### config.mk
export PLATFORM = sky130hd
export DESIGN_NAME = fifo_uart_tx_flat
export DESIGN_NICKNAME = d
export VERILOG_FILES = /design/src/rtl/fifo_uart_tx_if.sv /design/src/rtl/fifo_uart_tx.sv /design/src/flat_wrapper.sv
export SDC_FILE = /design/constraint.sdc
export NUM_CORES = 1
export LEC_CHECK = 0
export BUFFER_PORTS_ARGS = -buffer_cell sky130_fd_sc_hd__clkbuf_2
export CAP_MARGIN = 15
export CELL_PAD_IN_SITES_DETAIL_PLACEMENT = 1
export CELL_PAD_IN_SITES_GLOBAL_PLACEMENT = 1
export CORE_MARGIN = 2
export CORE_UTILIZATION = 46
export DETAILED_ROUTE_END_ITERATION = 12
export PLACE_DENSITY_LB_ADDON = 0.2
export SYNTH_ARGS = -nofsm -noshare
export SYNTH_HDL_FRONTEND = slang
export SYNTH_SLANG_ARGS = --single-unit
### constraint.sdc
create_clock -name clk -period 3.71 [get_ports clk]
set_input_delay 0.5565 -clock clk [delete_from_list [all_inputs] [get_ports clk]]
set_output_delay 0.5565 -clock clk [all_outputs]
set_load 0.01 [all_outputs]
### src/rtl/fifo_uart_tx_if.sv
// FIFO read-side handshake between an async FIFO and the UART transmitter
// that drains it. The consumer (master) issues pops; the FIFO (slave) answers.
interface fifo_uart_tx_if #(
  parameter int WIDTH = 8
);
  logic             empty;
  logic [WIDTH-1:0] rdata;
  logic             rinc;

  modport master (
    input  empty,
    input  rdata,
    output rinc
  );

  modport slave (
    output empty,
    output rdata,
    input  rinc
  );
endinterface

### src/rtl/fifo_uart_tx.sv
// Pops words from an async FIFO read port and serialises each one as a UART frame
// (start, WIDTH data bits LSB first, optional parity, one stop), back-to-back.
module fifo_uart_tx #(
  parameter int WIDTH        = 8,
  parameter int CLKS_PER_BIT = 16
) (
  input  logic           clk,
  input  logic           rst,
  fifo_uart_tx_if.master fifo,
  input  logic           par_en,
  input  logic           par_typ,
  output logic           tx_out,
  output logic           busy
);

  localparam int CNT_W = (CLKS_PER_BIT > 1) ? $clog2(CLKS_PER_BIT) : 1;
  localparam int BIT_W = (WIDTH > 1) ? $clog2(WIDTH) : 1;
  localparam logic [CNT_W-1:0] CNT_LAST = CNT_W'(CLKS_PER_BIT - 1);
  localparam logic [BIT_W-1:0] BIT_LAST = BIT_W'(WIDTH - 1);

  typedef enum logic [2:0] {
    IDLE,
    START,
    DATA,
    PARITY,
    STOP
  } state_t;

  state_t           state_q, state_d;
  logic [CNT_W-1:0] cyc_q, cyc_d;
  logic [BIT_W-1:0] bit_q, bit_d;
  logic             tx_q, tx_d;
  logic [WIDTH-1:0] shift_q, shift_d;
  logic             pen_q, pen_d;
  logic             pbit_q, pbit_d;
  logic             last_cyc;
  logic             fetch;

  assign last_cyc = (cyc_q == CNT_LAST);
  // The FIFO is only looked at when idle or at the very end of a stop bit.
  assign fetch = !rst && !fifo.empty &&
                 ((state_q == IDLE) || ((state_q == STOP) && last_cyc));

  assign fifo.rinc = fetch;
  assign busy      = (state_q != IDLE);
  assign tx_out    = tx_q;

  always_comb begin
    state_d = state_q;
    cyc_d   = cyc_q;
    bit_d   = bit_q;
    shift_d = shift_q;
    pen_d   = pen_q;
    pbit_d  = pbit_q;
    tx_d    = 1'b1;

    case (state_q)
      IDLE:   if (fetch) state_d = START;
      START:  if (last_cyc) state_d = DATA;
      DATA: begin
        if (last_cyc) begin
          if (bit_q == BIT_LAST) begin
            state_d = pen_q ? PARITY : STOP;
          end else begin
            bit_d   = bit_q + BIT_W'(1);
            shift_d = shift_q >> 1;
          end
        end
      end
      PARITY: if (last_cyc) state_d = STOP;
      STOP:   if (last_cyc) state_d = fetch ? START : IDLE;
      default: state_d = IDLE;
    endcase

    if (state_d != state_q) begin
      cyc_d = '0;
      bit_d = '0;
    end else if (state_q != IDLE) begin
      cyc_d = last_cyc ? '0 : cyc_q + CNT_W'(1);
    end

    // Frame settings are frozen at the pop so mid-frame changes are ignored.
    if (fetch) begin
      shift_d = fifo.rdata;
      pen_d   = par_en;
      pbit_d  = (^fifo.rdata) ^ par_typ;
    end

    case (state_d)
      START:   tx_d = 1'b0;
      DATA:    tx_d = shift_d[0];
      PARITY:  tx_d = pbit_d;
      default: tx_d = 1'b1;
    endcase
  end

  always_ff @(posedge clk) begin
    if (rst) begin
      state_q <= IDLE;
      cyc_q   <= '0;
      bit_q   <= '0;
      tx_q    <= 1'b1;
    end else begin
      state_q <= state_d;
      cyc_q   <= cyc_d;
      bit_q   <= bit_d;
      tx_q    <= tx_d;
    end
  end

  always_ff @(posedge clk) begin
    shift_q <= shift_d;
    pen_q   <= pen_d;
    pbit_q  <= pbit_d;
  end

endmodule

### src/flat_wrapper.sv
// flat-port wrapper written by rule: the top's interface ports become plain ports
module fifo_uart_tx_flat 
#(
  parameter int WIDTH        = 8,
  parameter int CLKS_PER_BIT = 16
)
  (clk, rst, par_en, par_typ, tx_out, busy, fifo_empty, fifo_rdata, fifo_rinc);
  fifo_uart_tx_if #(.WIDTH(WIDTH)) fifo_i ();
  input  logic clk;
  input  logic rst;
  input  logic par_en;
  input  logic par_typ;
  output logic tx_out;
  output logic busy;
  input wire logic [$bits(fifo_i.empty)-1:0] fifo_empty;
  input wire logic [$bits(fifo_i.rdata)-1:0] fifo_rdata;
  output wire logic [$bits(fifo_i.rinc)-1:0] fifo_rinc;
  assign fifo_i.empty = fifo_empty;
  assign fifo_i.rdata = fifo_rdata;
  assign fifo_rinc = fifo_i.rinc;
  fifo_uart_tx #(.WIDTH(WIDTH), .CLKS_PER_BIT(CLKS_PER_BIT)) u_core (.clk(clk), .rst(rst), .fifo(fifo_i), .par_en(par_en), .par_typ(par_typ), .tx_out(tx_out), .busy(busy));
endmodule
==> metrics.txt <==
final wirelength 2162 um; TritonRoute pass-1 iters 3; worst-path fanout max 13; Comb pwr share roughly an eighth; RePlAce Congestion 0.7940; Fillers 272; CP arrival 2040 ps; filler-free cell count of the finished design 150; mux cell area share after synthesis under 10%; worst vdd ir 0.2355 mV; grt ovf 0; CP required 3150 ps; Fin Hold WS 416.5 ps; setup_tns 0 ps; Synth Area in Simple Gates 19.33%; CTS tree built; num ports 16; Routed Antenna Nets 0; outcome complete, no violations; sequential power share between 60% and 70%; reg2reg setup slack 1630 ps; Synth Area in Compound Gates between 15 and 20%; Syn Std Cell Area 1087 sq um; largest net degree at the start of global routing 14; Worst-Skew Late Latency 320 ps; Pleak around 0.00046 uW; Post-Syn Nets about 120; layout overhead on the synthesized area 10.36%; RSZ-0062 raised after global routing false; PwrDens 360.7 nW/um^2; CTS Sinks 21; layout cell share with drive strength beyond 1 22.13%; adder-cell share of the synthesized area 3.452%; count of different cell masters after synthesis 39; Post-Synth XOR/XNOR Area 8.055%; Max Buffers Root-to-Sink 2; endpoints failing setup 0; clock share of power roughly a quarter; pre-CTS setup slack 1295 ps; remaining routing DRC violations 0; Site Rows 17; post-synth top area cell dfxtp_1; Die Wd 52.62 um; number of global-route vias before repair 851; crit path launch u_core.state_q[1]$_SDFF_PP0_; CTS Buf Count 3; commonest cells after routing, fill and taps aside clkbuf_2 (15), dfxtp_1 (13), nor2_1 (10), edfxtp_1 (8); max cap viols 0; clock-pin slew on the worst setup and hold paths 110 ps; H-tree depth 1; antenna violations before repair 0; top post-synthesis cells by area dfxtp_1 (24%), edfxtp_1 (22%), xnor2_1 (5.6%); Seq/Total Area, Yosys between 40% and 50%; Final #Nets 139; register bit total from synthesis 21; GRT Util Overall between 10% and 20%; largest family of logic cells by synthesized area simple AND/OR/NAND/NOR gates; CP Launch Type register; Switch Pwr about 110 uW; CTS hold repair buffers 0; placed cells around 150; Tcrit/Tclk final 69.89%; # diodes 0; most common cell after layout, fill and taps aside clkbuf_2; first-pass GRT wire length 3657 um; Via density 5.567; Initial Util 48.68%; final slew viol count 0; root buffer cell clkbuf_4; Tmin final 2593 ps; via count roughly 840; Die Height 52.62 um; P_int 322.9 uW; reg-to-reg startpoint u_core.state_q[1]$_SDFF_PP0_; final worst slack 1117 ps; CP endpoint fifo_rinc; final hold violations 0; Detailed Place HPWL between 1500 and 2000 um; FMAX 0.3857 GHz; Mapped Cells 107; critical path type register to output port; Post-CTS Setup Bufs 0; share of the synthesized area in the top cell type 23.94%; Port Buffers 15; Slew headroom a little over three fifths; 1st-iter DRT viols 8; endpoint class of the critical path output port; Worst Reg-to-Reg Cells 3; WL per Instance 14.41 um; Post-synth EDFFs 8; Slew @ Worst Pin 560.5 ps; Mapped Avg Cell Area 10.16 sq um; Async SR Flop Fraction 0%; die footprint between 2000 and 3000 sq um; switching share of power 25.39%; core area 2233 sq um; Synthesis Warnings 0; worst r2r dst u_core.shift_q[2]$_DFFE_PP_; Top FF cell, synth dfxtp_1; PostCTS Resize Cnt 0; HP Class primary input to register; Max Clock Skew between 6 and 7 ps
## synth_stat cells, drive strengths merged (3+ instances only)
cell type,n
nor3,4
inv,3
nand2,7
dfxtp,13
buf,4
edfxtp,8
o21ai,4
xor2,3
nor2,10
nand3,3
a21oi,8
ha,3
xnor2,7
a22o,6
## layout make-up
cell class	instances	area (sq um)	share of cell area (%)
Multi-Input combinational cell	79	550.5	45.88
Sequential cell	21	500.5	41.71
Timing Repair Buffer	15	75.07	6.257
Tap cell	28	35.03	2.920
Clock buffer	3	22.52	1.877
Inverter	3	11.26	0.9385
Clock inverter	1	5.005	0.4171
## stage by stage
stage	power, uW	cell area (sq um)	util [%]
5_1_grt	458.4	1200	53.73
6_report	432.8	1200	53.73
2_1_floorplan	306.3	1087	-
4_1_cts	442.7	1200	53.73
3_3_place_gp	323.2	1172	52.49
3_5_place_dp	325.8	1172	52.49
## how the worst min path moves through the flow
| stage | startpoint | end | slack (ps) | cells past startpoint |
|---|---|---|---|---|
| 5_1_grt | par_en | u_core.pen_q$_DFFE_PN_ | 400 | 1 |
| 3_5_place_dp | u_core.pbit_q$_DFF_P_ | u_core.pbit_q$_DFF_P_ | 470 | 1 |
| 3_3_place_gp | u_core.pbit_q$_DFF_P_ | u_core.pbit_q$_DFF_P_ | 460 | 1 |
| 6_report | par_en | u_core.pen_q$_DFFE_PN_ | 420 | 1 |
| 4_1_cts | par_en | u_core.pen_q$_DFFE_PN_ | 400 | 1 |
| 2_1_floorplan | u_core.pbit_q$_DFF_P_ | u_core.pbit_q$_DFF_P_ | 430 | 1 |
## power by group through the flow
stage,Clock (uW),Sequential [uW],Combinational (uW)
2_1_floorplan,0,263,43.0
5_1_grt,129,264,65.2
4_1_cts,122,262,59.0
6_report,114,261,57.6
3_5_place_dp,0,267,58.7
3_3_place_gp,0,266,56.9
## sequential cells by signal, summed over array words and instances, names as in the netlist
register        flops
u_core.bit_q        3
u_core.cyc_q        4
u_core.pbit_q       1
u_core.pen_q        1
u_core.shift_q      8
u_core.state_q      3
u_core.tx_out       1
## critical path: stages (launching register included)
cell,delay [ps]
dfxtp_1,440
or4_4,600
a21oi_2,450
clkbuf_2,240
## cell families (layout without fill, tap and decap cells)
kind of cell	Yosys count	after routing
buffers and inverters	7	22
AOI/OAI and AO/OA	26	26
xor gates and xnor gates	10	10
muxes	3	3
adders and majority gates	3	3
DFF	21	21
and+or+nand+nor	37	37
## layer usage
| layer | GRT usage [%] | share of wire (%) | wire (um) | vias up |
|---|---|---|---|---|
| li1 | - | - | - | 423 |
| met1 | 22.95 | 47 | 1007 | 395 |
| met2 | 29.79 | 48 | 1030 | 12 |
| met3 | 3.429 | 2.8 | 61 | 5 |
| met4 | 11.54 | 2.8 | 61 | 0 |
| met5 | 0 | 0 | 0 | - |
No activity file was read; power rests on OpenSTA's default activity.
